File: config.mk
export PLATFORM = sky130hd
export DESIGN_NAME = axistream_unpack
export DESIGN_NICKNAME = d
export VERILOG_FILES = /design/src/rtl/axistream_unpack.sv
export SDC_FILE = /design/constraint.sdc
export NUM_CORES = 1
export LEC_CHECK = 0
export CORE_AREA = 8 8 66 82
export CTS_CLUSTER_DIAMETER = 30
export DETAILED_ROUTE_END_ITERATION = 10
export DIE_AREA = 0 0 74 90
export PLACE_DENSITY = 0.8
export RECOVER_POWER = 25
export SLEW_MARGIN = 5
export SYNTH_ARGS = -nofsm -noshare
export SYNTH_HDL_FRONTEND = slang
export SYNTH_SLANG_ARGS = --single-unit
File: constraint.sdc
create_clock -name clk -period 2.2 [get_ports clk]
set_clock_uncertainty 0.1 [all_clocks]
set_input_delay 0.33 -clock clk [delete_from_list [all_inputs] [get_ports clk]]
set_output_delay 0.33 -clock clk [all_outputs]
set_load 0.03 [all_outputs]
File: src/rtl/axistream_unpack.sv
// axistream_unpack: width-down AXI-Stream converter. Each accepted wide word of
// NUM_PACK elements is emitted as narrow beats, one per kept element, in
// little- or big-endian element order. A new word may be accepted in the same
// cycle that the final remaining element is handed off.
module axistream_unpack #(
    parameter int DATA_WIDTH = 8,
    parameter int NUM_PACK   = 4,
    parameter bit BIG_ENDIAN = 1'b0
) (
    input  logic                         clk,
    input  logic                         rst,
    input  logic                         src_tvalid,
    output logic                         src_tready,
    input  logic [DATA_WIDTH*NUM_PACK-1:0] src_tdata,
    input  logic [NUM_PACK-1:0]          src_tkeep,
    input  logic                         src_tlast,
    output logic                         dest_tvalid,
    input  logic                         dest_tready,
    output logic [DATA_WIDTH-1:0]        dest_tdata,
    output logic                         dest_tlast,
    output logic                         tlast_drop_err
);

    localparam int IDX_W = (NUM_PACK > 1) ? $clog2(NUM_PACK) : 1;

    logic [DATA_WIDTH*NUM_PACK-1:0] data_buf;
    logic [NUM_PACK-1:0]            rem_keep;
    logic                           last_buf;

    logic [IDX_W-1:0]               sel_idx;
    logic [NUM_PACK-1:0]            sel_mask;
    logic                           rem_one_hot;
    logic                           src_accept;
    logic                           dest_handoff;

    // Pick the next element to emit: lowest kept bit first for little-endian,
    // highest kept bit first for big-endian.
    // NOTE: every signal written here gets a default first so no latch is inferred.
    always_comb begin
        sel_idx = '0;
        if (BIG_ENDIAN) begin
            for (int i = 0; i < NUM_PACK; i++) begin
                if (rem_keep[i]) sel_idx = IDX_W'(i);
            end
        end else begin
            for (int i = NUM_PACK - 1; i >= 0; i--) begin
                if (rem_keep[i]) sel_idx = IDX_W'(i);
            end
        end
    end

    assign sel_mask     = NUM_PACK'(1) << sel_idx;
    assign rem_one_hot  = (rem_keep != '0) && ((rem_keep & (rem_keep - NUM_PACK'(1))) == '0);

    assign dest_tvalid  = |rem_keep;
    assign dest_tdata   = data_buf[sel_idx*DATA_WIDTH +: DATA_WIDTH];
    assign dest_tlast   = last_buf && rem_one_hot;

    // Ready when empty, or when the only remaining element leaves this cycle.
    assign src_tready   = !rst && ((rem_keep == '0) || (dest_tready && rem_one_hot));
    assign src_accept   = src_tvalid && src_tready;
    assign dest_handoff = dest_tvalid && dest_tready;

    // Control state: load a new word on accept, otherwise retire the emitted element.
    // NOTE: sequential state uses non-blocking assignments so all registers update together.
    always_ff @(posedge clk or posedge rst) begin
        if (rst) begin
            rem_keep       <= '0;
            last_buf       <= 1'b0;
            tlast_drop_err <= 1'b0;
        end else begin
            tlast_drop_err <= src_accept && (src_tkeep == '0) && src_tlast;
            if (src_accept) begin
                rem_keep <= src_tkeep;
                last_buf <= src_tlast;
            end else if (dest_handoff) begin
                rem_keep <= rem_keep & ~sel_mask;
            end
        end
    end

    // Word storage, loaded on every accept.
    // NOTE: data_buf is deliberately not reset; rem_keep gates whether it is ever observed.
    always_ff @(posedge clk) begin
        if (src_accept) data_buf <= src_tdata;
    end

endmodule
==> results.cfg <==
[status]
outcome = finished, violations left
violations = negative setup slack

[setup_path]
rr_startpoint = rem_keep[3]
cp_data_required_time_ns = 1.77
critPathArrivalTime_ns = 1.81
crit_path_start_kind = flop
worstSetupEndpointType = output pin
crit_fanout = 8
startpoint = rem_keep[2]
path_class = reg -> out

[placement]
gp_congestion = 0.959
port_buffers = 52
dpl.hpwl_mm = 2.69

[timing]
final-max-slew-violation-count = 0
whs_ns = 0.370
fmax_mhz = 447
worst_slack_ns = -0.0364
finalCriticalPeriod_ns = 2.24
final_hold_viol_count = 0
max_slew.worst_pin.slew_ns = 0.312
totalNegativeSetupSlack_ns = -0.188
rsz0062_at_grt = yes
min_period_over_period = 1.02
max_slew_margin = 0.791
setup-violations-final = 6

[clocking]
clock_path_buffers = 2
clock-sinks = 38
cts_tree = yes
cts.clk_slew.worst_paths_ns = 0.07
cts_root_buffer = clkbuf_8
cts-buffers-inserted = 5
clkLatencyLatePin_ns = 0.28
htreeDepth = 2

[floorplanning]
die_w_um = 74
die_h_um = 90
io_pins = 53
placeableCoreArea_um2 = 4220
start_util = 0.375
dieArea_um2 = 6660
rows = 27

[logic_synthesis]
synth_flop_cell = edfxtp_1
syn_area_um2 = 1580
syn_area_per_cell_um2 = 18.9
yosysWarnings = 0
synth_area_leaders = edfxtp_1 61%, mux4_2 11%, dfrtp_1 9.5%
synth_cells = 84
yosysSeqAreaShare = 0.701
ys_ff_latch = 38
synth_edf_count = 32
ys_types = 29
synth_top_area_frac = 0.607
synth_top_area_cell = edfxtp_1
synth_nets = 125
async_flop_share = 0.158

[global_route]
grt_use_total = 0.113
grt_pass1_wl_mm = 5.72
grt_start_max_net_pins = 33
grt_pass1_vias = 1159
grt_overflow = 0
antenna_found_initial = 0

[power]
peakVddDrop_v = 0.000564
power.density_nw_per_um2 = 1340
p_leak_nw = 0.900
swShare = 0.354
internal_power_w = 0.00208
clkPwrFrac = 0.136
p_seq_frac = 0.319
combPwrFrac = 0.545
p_switching_w = 0.00114

[route]
route.detailed.drc = 0
via_count = 1037
wl_mm = 3.54
avgRoutedWirePerCell_um = 16.6
via_per_inst = 4.87
drt-initial-drc-count = 89
ant_nets = 0
dr.pass1.iters = 4

[layout]
nets = 195
area_delta_synth_final_pct = 51.4
multi_input_area_um2 = 445
drive_gt1_frac = 0.323
antenna_cells = 0
fin_util = 0.568
nFillCells = 346
regArea_um2 = 1110

[worst_hold_path]
hp-class = in -> async

[job]
timing.max_cap.violations = 0
flip-flops by register name, summed over array words and instances, names as in the netlist:
name            cells
tlast_drop_err      1
data_buf           32
rem_keep            4
last_buf            1
synth_stat cells (2+ instances only):
library cell and number:
nand2_1 4, mux4_2 8, a22o_1 2, o21ai_0 5, edfxtp_1 32, a21bo_1 2
buf_2 2, inv_1 2, dfrtp_1 6, nor2_2 2
worst max-delay path: stages (launching register included):
cell and delay [ns]:
dfrtp_1 0.40, inv_2 0.08, a21oi_4 0.07, nor2_8 0.19, buf_6 0.13, mux4_2 0.49, buf_6 0.16
power by group through the flow:
stage	clock network [W]	registers, W	logic [W]
global route	0.000481	0.00105	0.00188
CTS	0.000451	0.00103	0.00171
finish	0.000438	0.00103	0.00176
global placement	0	0.00103	0.00149
floorplan	0	0.00101	0.000990
detailed placement	0	0.00105	0.00153
cell families (layout without fill, tap and decap cells):
logic type / Yosys count / in the layout / synth area share
flops: 38 / 38 / 0.701
simple gates: 16 / 16 / 0.0727
compound gates: 13 / 13 / 0.0695
mux: 9 / 9 / 0.123
buf+inv: 6 / 77 / 0.0205
fa+ha+maj: 1 / 1 / 0.00711
xor+xnor: 1 / 1 / 0.00553
stage by stage:
stage	cells	total power [W]	area, um2	setup WS [ns]
2_1_floorplan	84	0.00200	1580	0.128
4_1_cts	213	0.00319	2360	-0.0802
5_1_grt	213	0.00340	2400	-0.127
3_3_place_gp	198	0.00252	2220	-0.156
6_report	213	0.00323	2400	-0.0364
3_5_place_dp	198	0.00258	2220	-0.237
path summary, 6_finish.rpt:
path	endpoint	slack, ns	depth (start not counted)
worst max-delay path	dest_tdata[4]	-0.04	6
worst min-delay path	rem_keep[0]	0.37	2
worst max register to register	data_buf[28]	0.38	4
worst min register to register	last_buf	0.41	1
max in group asynchronous	rem_keep[3]	1.43	2
min in group clk	last_buf	0.41	1
cell usage in the layout (no fill, tap or decap), types with 4 or more instances in the layout:
cell	count
buf_6	14
mux4_2	8
clkdlybuf4s50_1	26
o21ai_0	5
dlygate4sd3_1	14
edfxtp_1	32
dfrtp_1	5
nand2_1	4
clkbuf_8	5
buf_4	8
layout make-up:
type / count / share of cell area
tap: 58 / 0.0303
multi-input combinational: 40 / 0.186
clock inverter: 2 / 0.00365
inverter: 3 / 0.00469
timing repair buffer: 66 / 0.282
sequential: 38 / 0.464
clock buffer: 6 / 0.0303
timing repair:
action / in CTS / in global routing
pin swaps: 2 / 2
resized for setup: 56 / 12
hold buffers: 0 / 0
setup buffers: 7 / 0
endpoints found under the setup margin: 10 / 9
per-layer routing:
metal	track usage	vias up	wire length, um
met1	0.113	516	1220
li1	-	467	-
met4	0.0535	0	95
met2	0.195	45	1900
met3	0.0411	9	326
met5	0	-	0
No activity file was read; power rests on OpenSTA's default activity.
